<file path="src/rtl/score_pkg.sv">
// Shared types, seven-segment constants and arithmetic helpers for the score keeper.
package score_pkg;

  typedef enum logic [1:0] {IDLE, PLAYING, DRAIN, OVER} state_t;

  // Active-low segments {dp,g,f,e,d,c,b,a}; dp is held off.
  localparam logic [7:0] SEG_OFF = 8'hFF;
  localparam logic [7:0] SEG_0   = 8'hC0;
  localparam logic [7:0] SEG_1   = 8'hF9;
  localparam logic [7:0] SEG_2   = 8'hA4;
  localparam logic [7:0] SEG_3   = 8'hB0;
  localparam logic [7:0] SEG_4   = 8'h99;
  localparam logic [7:0] SEG_5   = 8'h92;
  localparam logic [7:0] SEG_6   = 8'h82;
  localparam logic [7:0] SEG_7   = 8'hF8;
  localparam logic [7:0] SEG_8   = 8'h80;
  localparam logic [7:0] SEG_9   = 8'h90;

  localparam logic [15:0] BCD_MAX = 16'h9999;

  // Four-digit BCD +1 with ripple carry; holds at 9999 instead of wrapping.
  function automatic logic [15:0] bcd_inc(input logic [15:0] v);
    logic [15:0] r;
    logic        carry;
    r     = v;
    carry = 1'b1;
    if (v != BCD_MAX) begin
      for (int i = 0; i < 4; i++) begin
        if (carry) begin
          if (r[4*i +: 4] == 4'd9) begin
            r[4*i +: 4] = 4'd0;
          end else begin
            r[4*i +: 4] = r[4*i +: 4] + 4'd1;
            carry       = 1'b0;
          end
        end
      end
    end
    return r;
  endfunction

  function automatic logic [5:0] popcount(input logic [31:0] v);
    logic [5:0] c;
    c = '0;
    for (int i = 0; i < 32; i++) c = c + {5'b0, v[i]};
    return c;
  endfunction

endpackage

</file>
<file path="src/rtl/score_keeper_if.sv">
// Game-side interface: kill pulses and alive flag in, score and display drive out.
interface score_keeper_if #(
  parameter int MONSTERS = 12
);
  logic                alive;
  logic [MONSTERS-1:0] score_pulse;
  logic [15:0]         score_bcd;
  logic [15:0]         high_bcd;
  logic                new_high;
  logic [3:0]          an;
  logic [7:0]          seg;

  modport master (
    output alive, score_pulse,
    input  score_bcd, high_bcd, new_high, an, seg
  );

  modport slave (
    input  alive, score_pulse,
    output score_bcd, high_bcd, new_high, an, seg
  );
endinterface

</file>
<file path="src/rtl/seg7_decode.sv">
// BCD digit to active-low seven-segment pattern; codes 10-15 blank the digit.
module seg7_decode
  import score_pkg::*;
(
  input  logic [3:0] digit,
  output logic [7:0] seg
);
  always_comb begin
    case (digit)
      4'd0:    seg = SEG_0;
      4'd1:    seg = SEG_1;
      4'd2:    seg = SEG_2;
      4'd3:    seg = SEG_3;
      4'd4:    seg = SEG_4;
      4'd5:    seg = SEG_5;
      4'd6:    seg = SEG_6;
      4'd7:    seg = SEG_7;
      4'd8:    seg = SEG_8;
      4'd9:    seg = SEG_9;
      default: seg = SEG_OFF;
    endcase
  end
endmodule

</file>
<file path="src/rtl/score_keeper.sv">
// Per-game BCD score with session high score and a multiplexed 4-digit display.
// Kill pulses are edge-detected, queued in a saturating counter and drained one point per cycle.
module score_keeper
  import score_pkg::*;
#(
  parameter int MONSTERS     = 12,
  parameter int REFRESH_BITS = 17,
  parameter int BLINK_BIT    = 24,
  parameter int PEND_BITS    = 8
) (
  input logic           clk_game,
  input logic           rst_n,
  score_keeper_if.slave bus
);
  localparam int CNT_W = (REFRESH_BITS > BLINK_BIT + 1) ? REFRESH_BITS : BLINK_BIT + 1;
  localparam int SUM_W = PEND_BITS + 6;
  localparam logic [SUM_W-1:0] PEND_MAX = SUM_W'({PEND_BITS{1'b1}});

  state_t               state, state_nxt;
  logic [15:0]          score, score_nxt;
  logic [15:0]          high, high_nxt;
  logic                 new_high, new_high_nxt;
  logic [PEND_BITS-1:0] pending, pending_nxt, pend_sat;
  logic                 alive_q;
  logic [MONSTERS-1:0]  pulse_q, hit;
  logic [CNT_W-1:0]     cnt;
  logic [3:0]           an_r, an_nxt, digit;
  logic [7:0]           seg_r, seg_dec;
  logic [1:0]           k;
  logic [15:0]          src;
  logic                 rise, fall, drain, blank;
  logic [5:0]           hits;
  logic [SUM_W-1:0]     pend_sum;

  assign rise  = bus.alive & ~alive_q;
  assign fall  = ~bus.alive & alive_q;
  assign hit   = bus.score_pulse & ~pulse_q;
  assign hits  = popcount(32'(hit));
  assign drain = (pending != '0);

  // Sum is wide enough that a full pending count plus every bit rising cannot overflow before the clamp.
  assign pend_sum = SUM_W'(pending) + SUM_W'(hits) - SUM_W'(drain);
  assign pend_sat = (pend_sum > PEND_MAX) ? '1 : pend_sum[PEND_BITS-1:0];

  always_comb begin
    // NOTE: every variable gets a default first so no path leaves it unassigned and no latch is inferred.
    state_nxt    = state;
    score_nxt    = score;
    high_nxt     = high;
    new_high_nxt = new_high;
    pending_nxt  = pending;
    case (state)
      IDLE, OVER: begin
        if (rise) begin
          score_nxt    = '0;
          pending_nxt  = '0;
          new_high_nxt = 1'b0;
          state_nxt    = PLAYING;
        end
      end
      PLAYING: begin
        pending_nxt = pend_sat;
        if (drain) score_nxt = bcd_inc(score);
        if (fall)  state_nxt = DRAIN;
      end
      DRAIN: begin
        if (rise) begin
          // A new game cuts the drain short; the partial score still competes for the record.
          if (score > high) high_nxt = score;
          score_nxt    = '0;
          pending_nxt  = '0;
          new_high_nxt = 1'b0;
          state_nxt    = PLAYING;
        end else if (!drain) begin
          if (score > high) begin
            high_nxt     = score;
            new_high_nxt = 1'b1;
          end
          state_nxt = OVER;
        end else begin
          pending_nxt = pending - 1'b1;
          score_nxt   = bcd_inc(score);
        end
      end
      default: state_nxt = IDLE;
    endcase
  end

  assign k      = cnt[REFRESH_BITS-1 -: 2];
  assign src    = (state == IDLE) ? high : score;
  assign digit  = src[{k, 2'b00} +: 4];
  assign blank  = (state == OVER) && new_high && cnt[BLINK_BIT];
  assign an_nxt = blank ? 4'b1111 : ~(4'b0001 << k);

  seg7_decode u_seg7 (
    .digit (digit),
    .seg   (seg_dec)
  );

  // NOTE: non-blocking assignments so every register samples pre-edge values regardless of statement order.
  always_ff @(posedge clk_game or negedge rst_n) begin
    if (!rst_n) begin
      state    <= IDLE;
      score    <= '0;
      high     <= '0;
      new_high <= 1'b0;
      pending  <= '0;
      alive_q  <= 1'b0;
      pulse_q  <= '0;
      cnt      <= '0;
      an_r     <= 4'b1111;
      seg_r    <= SEG_OFF;
    end else begin
      state    <= state_nxt;
      score    <= score_nxt;
      high     <= high_nxt;
      new_high <= new_high_nxt;
      pending  <= pending_nxt;
      alive_q  <= bus.alive;
      pulse_q  <= bus.score_pulse;
      cnt      <= cnt + CNT_W'(1);
      an_r     <= an_nxt;
      seg_r    <= seg_dec;
    end
  end

  assign bus.score_bcd = score;
  assign bus.high_bcd  = high;
  assign bus.new_high  = new_high;
  assign bus.an        = an_r;
  assign bus.seg       = seg_r;

endmodule
</file>
<file path="src/flat_wrapper.sv">
// flat-port wrapper written by rule: the top's interface ports become plain ports
module score_keeper_flat import score_pkg::*;
#(
  parameter int MONSTERS     = 12,
  parameter int REFRESH_BITS = 17,
  parameter int BLINK_BIT    = 24,
  parameter int PEND_BITS    = 8
)
  (clk_game, rst_n, bus_alive, bus_score_pulse, bus_score_bcd, bus_high_bcd, bus_new_high, bus_an, bus_seg);
  score_keeper_if #(.MONSTERS(MONSTERS)) bus_i ();
  input logic clk_game;
  input logic rst_n;
  input wire logic [$bits(bus_i.alive)-1:0] bus_alive;
  input wire logic [$bits(bus_i.score_pulse)-1:0] bus_score_pulse;
  output wire logic [$bits(bus_i.score_bcd)-1:0] bus_score_bcd;
  output wire logic [$bits(bus_i.high_bcd)-1:0] bus_high_bcd;
  output wire logic [$bits(bus_i.new_high)-1:0] bus_new_high;
  output wire logic [$bits(bus_i.an)-1:0] bus_an;
  output wire logic [$bits(bus_i.seg)-1:0] bus_seg;
  assign bus_i.alive = bus_alive;
  assign bus_i.score_pulse = bus_score_pulse;
  assign bus_score_bcd = bus_i.score_bcd;
  assign bus_high_bcd = bus_i.high_bcd;
  assign bus_new_high = bus_i.new_high;
  assign bus_an = bus_i.an;
  assign bus_seg = bus_i.seg;
  score_keeper #(.MONSTERS(MONSTERS), .REFRESH_BITS(REFRESH_BITS), .BLINK_BIT(BLINK_BIT), .PEND_BITS(PEND_BITS)) u_core (.clk_game(clk_game), .rst_n(rst_n), .bus(bus_i));
endmodule
</file>
<file path="config.mk">
export PLATFORM = sky130hd
export DESIGN_NAME = score_keeper_flat
export DESIGN_NICKNAME = d
export VERILOG_FILES = /design/src/rtl/score_pkg.sv /design/src/rtl/score_keeper_if.sv /design/src/rtl/seg7_decode.sv /design/src/rtl/score_keeper.sv /design/src/flat_wrapper.sv
export SDC_FILE = /design/constraint.sdc
export NUM_CORES = 1
export LEC_CHECK = 0
export BUFFER_PORTS_ARGS = -buffer_cell sky130_fd_sc_hd__buf_2
export CELL_PAD_IN_SITES_DETAIL_PLACEMENT = 1
export CELL_PAD_IN_SITES_GLOBAL_PLACEMENT = 2
export CORE_ASPECT_RATIO = 1.1
export CORE_UTILIZATION = 30
export DETAILED_ROUTE_END_ITERATION = 8
export GPL_ROUTABILITY_DRIVEN = 1
export PLACE_DENSITY_LB_ADDON = 0.1
export SYNTH_ARGS = -nofsm -noshare
export SYNTH_HDL_FRONTEND = slang
export SYNTH_HIERARCHICAL = 1
export SYNTH_SLANG_ARGS = --single-unit
</file>
<file path="constraint.sdc">
create_clock -name clk_game -period 12.4 [get_ports clk_game]
set_input_delay 2.48 -clock clk_game [delete_from_list [all_inputs] [get_ports clk_game]]
set_output_delay 2.48 -clock clk_game [all_outputs]
set_load 0.02 [all_outputs]
</file>
# Word level (Yosys, flattened, before mapping)
# Memories as Yosys holds them, arrays and structs flattened. A register that Yosys moved wholly into a read port is not among the register bits.
# Index checks and enable logic that the tools add are counted.
# Widths: inputs -> output; s select.
dict set report totals {
  regBits 93
  rom_bits 112
  input_bits 15
  output_inout_bits 45
  elab_cells 145
  n_memories 1
}
dict set report op_classes {
  add_sub_neg 19
  magnitude_cmp 2
  eq_ne 23
  n_shift 2
  mux 63
  n_bitwise 7
  reduce_logical 15
}
# name words word_bits rd rd_clocked_by_memory_dff wr line
set memory_table {}
lappend memory_table {{(name not given)} 16 7 1 1 0 seg7_decode.sv:9} ;# case (digit)
# operator count
set ops {}
lappend ops {{$mux 16} 10}
lappend ops {{$add 6x1->6} 10}
lappend ops {{$pmux 16 s3} 1}
lappend ops {{$mux 4} 11}
lappend ops {{$mux 8} 4}
lappend ops {{$mux 1} 30}
lappend ops {{$add 25x1->25 const B} 1}
lappend ops {{$pmux 8 s3} 1}
lappend ops {{$reduce_and 7->1} 3}
lappend ops {{$ne 3x1->1 const B} 6}
lappend ops {{$add 4x1->4 const B} 4}
lappend ops {{$eq 4x4->1 const B} 4}
lappend ops {{$gt 16x16->1} 1}
lappend ops {{$ne 16x16->1 const B} 1}
lappend ops {{$ne 2x1->1 const B} 8}
lappend ops {{$shiftx 16x5->4} 1}
lappend ops {{$gt 14x8->1 const B} 1}
lappend ops {{$sub 14x1->14} 1}
lappend ops {{$and 12x12->12} 1}
lappend ops {{$not 12->12} 1}
lappend ops {{$add 8x6->9} 1}
lappend ops {{$mux 2} 4}
lappend ops {{$reduce_bool 8->1} 1}
lappend ops {{$sub 8x1->8 const B} 1}
lappend ops {{other kinds (19)} 24}

# Depth between registers and ports, before layout
# Gate-level depths: netlist (run 1).
dict set report depth {
  ltp_word 21
  ltp_mapped 17
  mapped_depth_nobuf 17
}

# Modules after synthesis
# Netlist (run 1), hierarchy kept.
# module n_inst cells_each area_each_um2 seq_area_each_um2
set by_module_without_submodules {}
lappend by_module_without_submodules {score_keeper 1 559 5879.4 2342.2}
lappend by_module_without_submodules {seg7_decode 1 35 221.5 0.0}

# Least setup slack after synthesis (run 1)
# Ideal clock, no wire load.
dict set report synth_path {
  path_kind {in2reg}
  start {input bus_score_pulse[2]}
  end {register u_core.pending[7]}
  setup_time_ns 0.141
  arrival_time_ns 6.754
  required_time_ns 12.259
  slack_ns 5.505
  cell_stages 15
  n_path_buf 0
  path_cell_list {nor2b_1 -> fa_1 -> inv_1 -> fa_1 -> fa_1 -> fa_1 -> inv_1 -> fa_1 -> fa_1 -> a211oi_1 -> nor3_1 -> a21oi_1 -> nand4b_1 -> o311ai_0 -> nand3_1}
}
dict set report synth_via {
  elab_chain_cells 16
}
# element line
set synth_lines {}
lappend synth_lines {{start, declared} flat_wrapper.sv:14} ;# input wire logic [$bits(bus_i.score_pulse)-1:0] bus_score_pulse;
lappend synth_lines {{$and 12x12->12 (*)} score_keeper.sv:37} ;# assign hit = bus.score_pulse & ~pulse_q;
lappend synth_lines {{$add 6x1->6 (*) (10 in series)} score_pkg.sv:45} ;# for (int i = 0; i < 32; i++) c = c + {5'b0, v[i]};
lappend synth_lines {{$add 8x6->9 (*)} score_keeper.sv:42} ;# assign pend_sum = SUM_W'(pending) + SUM_W'(hits) - SUM_W'(drain);
lappend synth_lines {{$sub 14x1->14 (*)} score_keeper.sv:42}
lappend synth_lines {{$gt 14x8->1} score_keeper.sv:43} ;# assign pend_sat = (pend_sum > PEND_MAX) ? '1 : pend_sum[PEND_BITS-1:0];
lappend synth_lines {{$mux 8 (*)} score_keeper.sv:43}
lappend synth_lines {{$pmux 8 s3 (*)} score_keeper.sv:52} ;# case (state)
lappend synth_lines {{end signal, assigned} score_keeper.sv:118} ;# pending <= pending_nxt;
lappend synth_lines {{end, declared} score_keeper.sv:23} ;# logic [PEND_BITS-1:0] pending, pending_nxt, pend_sat;
# Every way passes the cells marked *; elsewhere a longest branch is shown, timed or not.
# A chain may end at the register's enable or synchronous reset.

# Final worst setup path (run 1)
# Ends and elaborated chain as after synthesis.

==> results of run 1 <==
## state kept, by name, summed over array words and instances (netlist names)
register	count
u_core/alive_q	1
u_core/bus.an	4
u_core/bus.high_bcd	16
u_core/bus.new_high	1
u_core/bus.score_bcd	16
u_core/bus.seg	8
u_core/cnt	25
u_core/pending	8
u_core/pulse_q	12
u_core/state	2
## cells by family (layout without fill, tap and decap cells)
family          count (synthesis)  after routing  share of synthesized area, %
other cells                     1              1                        0.0615
buf+inv                        69            130                          4.94
mux                            32             32                          7.53
simple gates                  184            184                          15.7
compound gates                105            105                          11.5
xor+xnor                       29             29                          4.16
fa+ha+maj                      81             81                          17.7
flops                          93             93                          38.4
## per-stage QoR
stage / cells / cell area, um2 / hold WS (ns)
finish: 907 / 6900 / 0.469
global placement: 891 / 6620 / 0.461
floorplan: 594 / 6100 / 0.438
detailed placement: 891 / 6620 / 0.459
CTS: 907 / 6900 / 0.473
global route: 907 / 6900 / 0.506
## critical path, stage by stage
cell and delay [ns]:
buf_2 0.10, nor2b_1 0.14, fa_1 0.53, inv_1 0.05
fa_1 0.46, fa_1 0.51, fa_1 0.55, inv_1 0.05
fa_1 0.42, fa_1 0.44, a211oi_1 0.32, nor3_1 0.09
a21oi_1 0.15, nand4b_1 0.30, o311ai_0 0.45, nand3_1 0.12
## layout by cell type (no fill, tap or decap), drive strengths merged, types with 2 or more instances in the layout
master	instances
or2	4
mux4	8
and3	7
nand3b	6
dfstp	12
o41ai	3
nand4	7
xor2	8
a211oi	2
fa	9
nor3	8
buf	60
a21oi	27
ha	72
nor2	38
inv	59
and4	4
o21ai	28
a21o	7
nor4	2
mux2i	8
dfrtp	81
o2bb2ai	2
xnor2	21
nor2b	14
o221ai	3
nand3	22
mux2	16
or3	4
a21boi	4
a31oi	10
o31ai	9
o311ai	3
nand2	42
nand4b	2
clkbuf	10
nand2b	16
and2	3
## final cells by class
cell class                      count  area (um2)  share of cell area [%]
Clock buffer                       10         229                    3.32
Clock inverter                      6        43.8                   0.635
Inverter                           54         203                    2.94
Multi-Input combinational cell    432        3460                    50.1
Sequential cell                    93        2340                    34.0
Tap cell                          252         315                    4.57
Timing Repair Buffer               60         305                    4.43
## report_power, final
group / switching (W) / internal (W)
logic: 0.000577 / 0.000382
clock network: 0.000132 / 0.000139
registers: 0.0000442 / 0.000355
## cells in the mapped netlist, types with 4 or more instances
| cell | number |
|---|---|
| nor2b_1 | 14 |
| mux2_2 | 11 |
| xnor2_1 | 21 |
| mux4_2 | 8 |
| nor3_1 | 7 |
| nand4_1 | 7 |
| nand3_1 | 21 |
| mux2_4 | 5 |
| a31oi_1 | 10 |
| and3_1 | 7 |
| o31ai_1 | 8 |
| a21boi_0 | 4 |
| inv_1 | 54 |
| dfstp_2 | 12 |
| nand2b_1 | 16 |
| and4_1 | 4 |
| fa_1 | 9 |
| mux2i_1 | 8 |
| nand3b_1 | 6 |
| nor2_1 | 38 |
| ha_1 | 72 |
| or3_1 | 4 |
| nand2_1 | 42 |
| o21ai_0 | 28 |
| a21oi_2 | 4 |
| xor2_1 | 8 |
| a21o_1 | 7 |
| a21oi_1 | 23 |
| dfrtp_1 | 81 |
| clkbuf_1 | 6 |
## final timing paths
path                                                 end          startpoint  slack, ns
worst min-delay path                       u_core/cnt[5]       u_core/cnt[5]       0.47
worst max register to register         u_core/pending[7]   u_core/pending[5]       6.68
worst max-delay path                   u_core/pending[7]  bus_score_pulse[2]       5.45
max in group asynchronous                  u_core/cnt[5]               rst_n       9.13
worst min register to register             u_core/cnt[5]       u_core/cnt[5]       0.47
min in group asynchronous       u_core/bus.score_bcd[11]               rst_n       2.01
## routing by layer
metal	track usage, %	wire (um)	share of wire (%)
met4	5.76	227	1.5
met2	28.2	7690	50
met3	2.26	429	2.8
met5	0	10	0.065
met1	19.8	6930	45
==> run_results.csv, run 1 <==
group,metric,value,unit
status,outcome,"finished clean",
sta,skew,0.0108,ns
worst_setup_path,cp_max_fo,8,
clock_tree,cts_hold_buf,0,
placed_design,port_buffers,59,
synthesis,ys_warn_count,6,
synthesis,avgSynthCellArea,10.3,um2
grt,grt_max_degree,74,
worst_setup_path,end_kind,"flip-flop",
worst_setup_path,crit_required,12.61,ns
grt,grt_use_total,16.0,%
floorplan,core,0.0199,mm2
drt,num_vias,4521,
worst_setup_path,critical_path_class,"input port to flip-flop",
synthesis,yosysTopAreaCell,"dfrtp_1",
flow_run,drv_cap,0,
power,p_per_area,236,mW/mm2
sta,tightest_slew,0.960,ns
sta,slew_headroom,36.0,%
clock_tree,cts_tree,"built",
drt,wl,15300,um
synthesis,async_reset_ff_share,100,%
clock_tree,root_buffer,"clkbuf_16",
synthesis,synth_flop_cell,"dfrtp_1",
clock_tree,cts_buffer_depth,2,
clock_tree,clk_latency,0.35,ns
drt,wl_per_cell,16.9,um
hold_path,hold_path_depth,1,
placed_design,post-place-ws,5.03,ns
floorplan,die_y,152,um
clock_tree,postCtsSetupBuffers,0,
synthesis,ys_types,61,
synthesis,synth_top_area_share,33.2,%
synthesis,syn_inst,594,
floorplan,ios,60,
power,p_total,0.00163,W
power,ir_drop,118,uV
synthesis,synth_edf_count,0,
synthesis,synth_fp_nets,690,
sta,hold_viol,0,
sta,report.final.slew_viol_count,0,
sta,period_needed,6.95,ns
clock_tree,clock-sinks,93,
sta,worst_slack,5.45,ns
sta,rsz0062_at_grt,"no",
synthesis,synth_area_leaders,"dfrtp_1 (33%), ha_1 (15%), dfstp_2 (5.2%)",
sta,finalSetupViolCount,0,
floorplan,die_area,0.0209,mm2
placed_design,gp_congestion,0.790,
grt,grt_antenna_before_repair,1,
drt,viasPerCell,4.98,
synthesis,synth-seq-cells,93,
placed_design,place_hpwl,11700,um
final_layout,final_core_util,34.7,%
grt,grt_pass1_wl,25800,um
worst_setup_path,start_kind,"input port",
sta,period_share,56.1,%
sta,setup-tns-final,0,ns
final_layout,layout-drive-gt1-share,19.1,%
grt,overflow,0,
synthesis,syn_area,0.00610,mm2
sta,max_freq,144,MHz
floorplan,num_rows,54,
clock_tree,cts-buffers-inserted,9,
final_layout,nFillCells,2246,
grt,first_global_vias,4909,
drt,drt-initial-drc-count,114,
worst_setup_path,arrival,7.17,ns
final_layout,diodes,0,
final_layout,synthToLayoutAreaGrowth,13.0,%
final_layout,fin_nets,746,
hold_path,hold_path_class,"flip-flop to flip-flop",
clock_tree,cts_resized,0,
drt,drtAntennaViolNets,0,
drt,firstDrtPassIters,4,
floorplan,start_util,30.7,%
power,p_leak,3.31,nW
clock_tree,htree_levels,3,
drt,drc,0,
clock_tree,path_clk_slew,0.07,ns
floorplan,die_w,138,um
synthesis,synth.yosys.seq_area_share,38.4,%
worst_setup_path,reg2regPathDepth,17,
No activity file was read; power rests on OpenSTA's default activity.
==> inputs of run 2 (changes only) <==
Settings changed: ABC_AREA set to 1.
Clock period 12.4 ns to 7 ns, I/O delays scaled along.
==> run 2 against run 1 <==
First-iteration DRC count is 21% higher. Flip-flop and latch count stayed put. Clock skew hardly changed. Die area is 3.8% higher. Register-to-register slack worse by 4.8 ns. Non-clock buffer count is 2 higher. Critical path type unchanged.
==> run_results.csv, run 2 <==
group,metric,value,unit
worst_setup_path,cpMaxStageDelayCell,"fa_1",
worst_setup_path,end_kind,"flip-flop",
clock_tree,path_clk_slew,0.08,ns
grt,grt_max_degree,51,
clock_tree,clock-sinks,93,
synthesis,syn_inst,786,
sta,max_freq,184,MHz
worst_setup_path,slowest_delay,0.55,ns
grt,overflow,0,
sta,rsz0062_at_grt,"no",
synthesis,ys_warn_count,6,
worst_setup_path,crit_chain,"buf_2 -> inv_1 -> nor2_1 -> fa_1 -> inv_1 -> fa_1 -> fa_1 -> fa_1 -> inv_1 -> fa_1 -> fa_1 -> nand3_1 -> nand2_1 -> nand2_1 -> nand2_1 -> nand2_1 -> nand2_1 -> inv_1 -> nand3_1 -> nand2_1 -> nand2_1 -> nand2_1 -> nand2_1",
floorplan,core,0.0206,mm2
final_layout,layout-drive-gt1-share,14.4,%
synthesis,synth_flop_cell,"dfrtp_1",
synthesis,synth_fp_nets,882,
worst_setup_path,critical_path_class,"input port to flip-flop",
sta,finalSetupViolCount,0,
grt,grt_use_total,17.1,%
final_layout,nFillCells,2514,
clock_tree,cts_hold_buf,0,
clock_tree,cts-buffers-inserted,9,
floorplan,num_rows,55,
synthesis,synth.yosys.seq_area_share,37.0,%
worst_setup_path,worst_path_most_repeated_cell,"nand2_1",
final_layout,diodes,0,
placed_design,place_hpwl,13400,um
synthesis,synth.most_common_cell,"nand2_1",
grt,grt_pass1_wl,29400,um
synthesis,ys_types,43,
placed_design,port_buffers,59,
sta,slew_headroom,47.8,%
clock_tree,cts_tree,"built",
drt,firstDrtPassIters,4,
floorplan,ios,60,
synthesis,synth_commonest_cells,"nand2_1 (221), inv_1 (107), dfrtp_1 (81)",
hold_path,hold_path_class,"flip-flop to flip-flop",
power,p_per_area,470,mW/mm2
final_layout,fin_nets,943,
final_layout,regMostFlops,"u_core/cnt",
status,outcome,"finished clean",
clock_tree,cts_buffer_depth,2,
sta,report.final.slew_viol_count,0,
sta,setup-tns-final,0,ns
flow_run,drv_cap,0,
worst_setup_path,arrival,5.67,ns
synthesis,syn_area,0.00633,mm2
worst_setup_path,crit_required,7.25,ns
drt,viasPerCell,4.77,
clock_tree,htree_levels,3,
worst_setup_path,cp_max_fo,8,
synthesis,synth_edf_count,0,
final_layout,final_core_util,35.0,%
drt,num_vias,5283,
synthesis,synth-seq-cells,93,
sta,tightest_slew,0.782,ns
final_layout,mostFrequentLayoutCells,"nand2_1 (221), inv_1 (107), dfrtp_1 (81)",
floorplan,die_y,154,um
sta,period_needed,5.42,ns
drt,drt-initial-drc-count,138,
floorplan,die_w,141,um
power,p_leak,3.82,nW
drt,drtAntennaViolNets,0,
drt,wl,17100,um
floorplan,start_util,30.7,%
floorplan,die_area,0.0217,mm2
drt,drc,0,
clock_tree,root_buffer,"clkbuf_16",
synthesis,synth_area_leaders,"dfrtp_1 (32%), ha_1 (14%), nand2_1 (13%)",
final_layout,synthToLayoutAreaGrowth,14.1,%
worst_setup_path,start_kind,"input port",
placed_design,gp_congestion,0.839,
synthesis,yosysTopAreaCell,"dfrtp_1",
clock_tree,postCtsSetupBuffers,0,
final_layout,layout_commonest_cell,"nand2_1",
power,ir_drop,282,uV
synthesis,async_reset_ff_share,100,%
synthesis,avgSynthCellArea,8.06,um2
clock_tree,cts_resized,0,
grt,first_global_vias,5806,
synthesis,synth_top_area_share,32.0,%
drt,wl_per_cell,15.4,um
sta,period_share,77.5,%
grt,grt_antenna_before_repair,1,
sta,skew,0.0106,ns
final_layout,largest_reg_flops,25,
sta,hold_viol,0,
clock_tree,clk_latency,0.36,ns
## run 2: changes by cell type after synthesis, sizes merged, moves of 9 or more
| cell | before | now |
|---|---|---|
| nand2 | 42 | 227 |
| inv | 54 | 109 |
| nand3 | 22 | 62 |
| nor2 | 38 | 58 |
| mux2 | 16 | 0 |
| nand2b | 16 | 0 |
| nor2b | 14 | 0 |
| o21ai | 28 | 42 |
| o31ai | 9 | 0 |
## run 2: cell families (layout without fill, tap and decap cells)
logic type                 Yosys count  in the layout  synth area share, %
buffers and inverters              122            188                 7.47
AOI/OAI and AO/OA                   86             86                 7.82
DFF                                 93             93                 37.0
adders and majority gates           81             81                 17.1
xor gates and xnor gates            33             33                 4.56
and+or+nand+nor                    370            370                 26.0
other                                1              1               0.0592
## run 2: report_power, final
group          total [W]  internal [W]  leakage (nW)  switching, W
Clock           0.000537      0.000294         0.156      0.000243
Sequential      0.000754      0.000652          1.19      0.000102
Combinational    0.00210      0.000706          2.47       0.00140
Total            0.00340       0.00165          3.82       0.00174
## run 2: layout make-up
type | count | area, um2 | share of cell area (%)
inverter | 110 | 413 | 5.71
clock inverter | 6 | 76.3 | 1.06
timing repair buffer | 62 | 320 | 4.43
sequential | 93 | 2340 | 32.4
multi-input combinational | 571 | 3520 | 48.7
tap | 256 | 320 | 4.43
clock buffer | 10 | 239 | 3.31
## run 2: critical path, delay by kind of cell
family	cells	cell delay (ns)
adder cells (fa/ha/maj)	6	2.94
AND/OR/NAND/NOR	12	0.88
buffers and inverters	5	0.45
## run 2: metal layers
metal  part of all wire, %  global-route usage [%]  up-vias  wire [um]
li1                      -                       -     2633          -
met1                    44                    20.0     2549       7470
met2                    51                    31.5       75       8800
met3                   2.5                    2.54       26        423
met4                   2.4                    6.26        0        412
met5                     0                       0        -          0
## run 2: stage by stage
step / std cells / setup WS [ns] / hold slack [ns] / power (W) / instance area (um2)
after floorplan: 786 / 1.64 / 0.441 / 0.00232 / 6330
after global placement: 1092 / 1.28 / 0.458 / 0.00287 / 6910
after detailed placement: 1092 / 1.18 / 0.459 / 0.00293 / 6910
after CTS: 1108 / 1.55 / 0.475 / 0.00348 / 7230
after global routing: 1108 / 1.24 / 0.501 / 0.00380 / 7230
final: 1108 / 1.58 / 0.471 / 0.00340 / 7230
## run 2: final timing paths
path                       cells past startpoint               start                      end  slack (ns)
max in group asynchronous                      2               rst_n        u_core/pulse_q[5]        4.83
setup / recovery                              23  bus_score_pulse[2]        u_core/pending[2]        1.58
min in group asynchronous                      1               rst_n  u_core/bus.high_bcd[11]        1.05
setup reg to reg                              22   u_core/pending[2]        u_core/pending[2]        1.87
hold reg to reg                                1      u_core/cnt[22]           u_core/cnt[22]        0.47
hold / removal                                 1      u_core/cnt[22]           u_core/cnt[22]        0.47
==> inputs of run 3 (changes only) <==
Clock period 7 ns to 5.18 ns, I/O delays scaled along.
==> run 3 against run 2 <==
Final cell count is 0.81% higher. Clock power increased by 36%. Final area is 0.88% higher. Critical path depth unchanged. Flip-flop and latch count stayed put. Die area unchanged. Non-clock buffer count grew 8. Global-route usage decreased by 0.24 points. Combinational power increased by 39%. Utilization is 0.31 points higher. First-iteration DRC count grew 1.4%. Critical path type unchanged. Largest power group unchanged. Highest routed layer unchanged.
==> run_results.csv, run 3 (synthesized netlist as in run 2, its figures left out) <==
group,metric,value,unit
clock_tree,clk_latency,0.36,ns
final_layout,largest_reg_flops,25,
placed_design,gp_congestion,0.823,
floorplan,die_y,154,um
grt,grt_pass1_wl,28600,um
sta,finalSetupViolCount,0,
sta,report.final.slew_viol_count,0,
hold_path,hold_path_class,"flip-flop to flip-flop",
power,p_leak,3.85,nW
worst_setup_path,arrival,5.10,ns
power,ir_drop,428,uV
clock_tree,postCtsSetupBuffers,0,
worst_setup_path,slowest_delay,0.54,ns
flow_run,drv_cap,0,
clock_tree,htree_levels,3,
drt,wl,17000,um
worst_setup_path,start_kind,"input port",
final_layout,final_cell_area,0.00729,mm2
clock_tree,path_clk_slew,0.07,ns
placed_design,placed_area,0.00697,mm2
drt,wl_per_cell,15.2,um
worst_setup_path,critPathTopFamily,"adder cells",
grt,grt_use_total,16.8,%
sta,tightest_slew,0.794,ns
power,p_total,0.00467,W
grt,grt_max_degree,59,
drt,viasPerCell,4.72,
clock_tree,root_buffer,"clkbuf_16",
worst_setup_path,cpMaxStageDelayCell,"fa_1",
sta,hold_viol,0,
clock_tree,clock-sinks,93,
floorplan,start_util,30.7,%
sta,max_freq,206,MHz
clock_tree,cts-buffers-inserted,9,
grt,grt_antenna_before_repair,1,
sta,rsz0062_at_grt,"no",
status,outcome,"finished clean",
drt,drc,0,
floorplan,ios,60,
floorplan,die_area,0.0217,mm2
final_layout,fin_nets,951,
placed_design,place_hpwl,13200,um
worst_setup_path,path_buf_inv,5,
floorplan,core,0.0206,mm2
worst_setup_path,crit_required,5.43,ns
final_layout,regMostFlops,"u_core/cnt",
sta,skew,0.0126,ns
clock_tree,cts_tree,"built",
final_layout,layout-drive-gt1-share,15.5,%
sta,slew_headroom,47.1,%
grt,first_global_vias,5596,
clock_tree,cts_hold_buf,0,
final_layout,layout_commonest_cell,"nand2_1",
worst_setup_path,crit_chain,"buf_2 -> inv_1 -> nor2_1 -> fa_1 -> inv_1 -> fa_1 -> fa_1 -> fa_1 -> inv_1 -> fa_1 -> fa_2 -> nand3_1 -> nand2_1 -> nand2_1 -> nand2_1 -> nand2_1 -> nand2_1 -> inv_4 -> nand3_1 -> nand2_1 -> nand2_1 -> nand2_1 -> nand2_1",
worst_setup_path,end_kind,"flip-flop",
grt,overflow,0,
final_layout,synthToLayoutAreaGrowth,15.2,%
worst_setup_path,worst_path_most_repeated_cell,"nand2_1",
floorplan,num_rows,55,
drt,firstDrtPassIters,4,
placed_design,port_buffers,59,
worst_setup_path,critical_path_class,"input port to flip-flop",
worst_setup_path,cp_max_fo,8,
clock_tree,cts_buffer_depth,2,
sta,period_needed,4.86,ns
drt,drtAntennaViolNets,0,
sta,period_share,93.8,%
final_layout,mostFrequentLayoutCells,"nand2_1 (221), inv_1 (106), dfrtp_1 (81)",
drt,num_vias,5268,
floorplan,die_w,141,um
power,p_per_area,640,mW/mm2
drt,drt-initial-drc-count,140,
## run 3: repair_timing
action	in CTS	in global routing
setup endpoints to repair	0	8
hold endpoints to repair	0	0
resized for setup	0	3
## run 3: power breakdown
group / leakage [nW] / internal [W] / switching [W] / total [W]
Clock: 0.151 / 0.000388 / 0.000343 / 0.000730
Sequential: 1.19 / 0.000881 / 0.000137 / 0.00102
Combinational: 2.51 / 0.00101 / 0.00191 / 0.00292
Total: 3.85 / 0.00228 / 0.00239 / 0.00467
## run 3: cell type report
type,count,area (um2)
flip-flops and latches,93,2340
repair buffers,70,380
well taps,256,320
clock inverters,7,86.3
diodes,1,2.50
multi-input cells,571,3520
clock buffers,9,225
inverters,110,415
fillers,2483,13400
## run 3: routing by layer
| layer | wire length (um) | track usage, % |
|---|---|---|
| met5 | 0 | 0 |
| met4 | 350 | 5.69 |
| met2 | 8640 | 30.6 |
| met3 | 451 | 2.54 |
| met1 | 7510 | 20.1 |
## run 3: path summary, 6_finish.rpt
check                              startpoint  cells past startpoint                      end  slack [ns]
setup / recovery           bus_score_pulse[2]                     23        u_core/pending[3]        0.32
hold / removal                 u_core/cnt[24]                      1           u_core/cnt[24]        0.48
setup reg to reg            u_core/pending[2]                     22        u_core/pending[3]        0.38
hold reg to reg                u_core/cnt[24]                      1           u_core/cnt[24]        0.48
max in group asynchronous               rst_n                      2        u_core/pulse_q[2]        3.44
min in group asynchronous               rst_n                      1  u_core/bus.high_bcd[14]        0.74
## run 3: through the flow
step                      worst slack (ns)  std cells  utilization (%)  setup TNS (ns)  hold slack [ns]
final                                0.323       1117             35.3               0            0.477
after global placement             -0.0732       1100             33.8          -0.536            0.458
after global routing                0.0158       1116             35.3               0            0.504
after CTS                            0.174       1116             35.3               0            0.481
after floorplan                      0.184        786                -               0            0.441
after detailed placement            -0.209       1100             33.8           -1.54            0.466
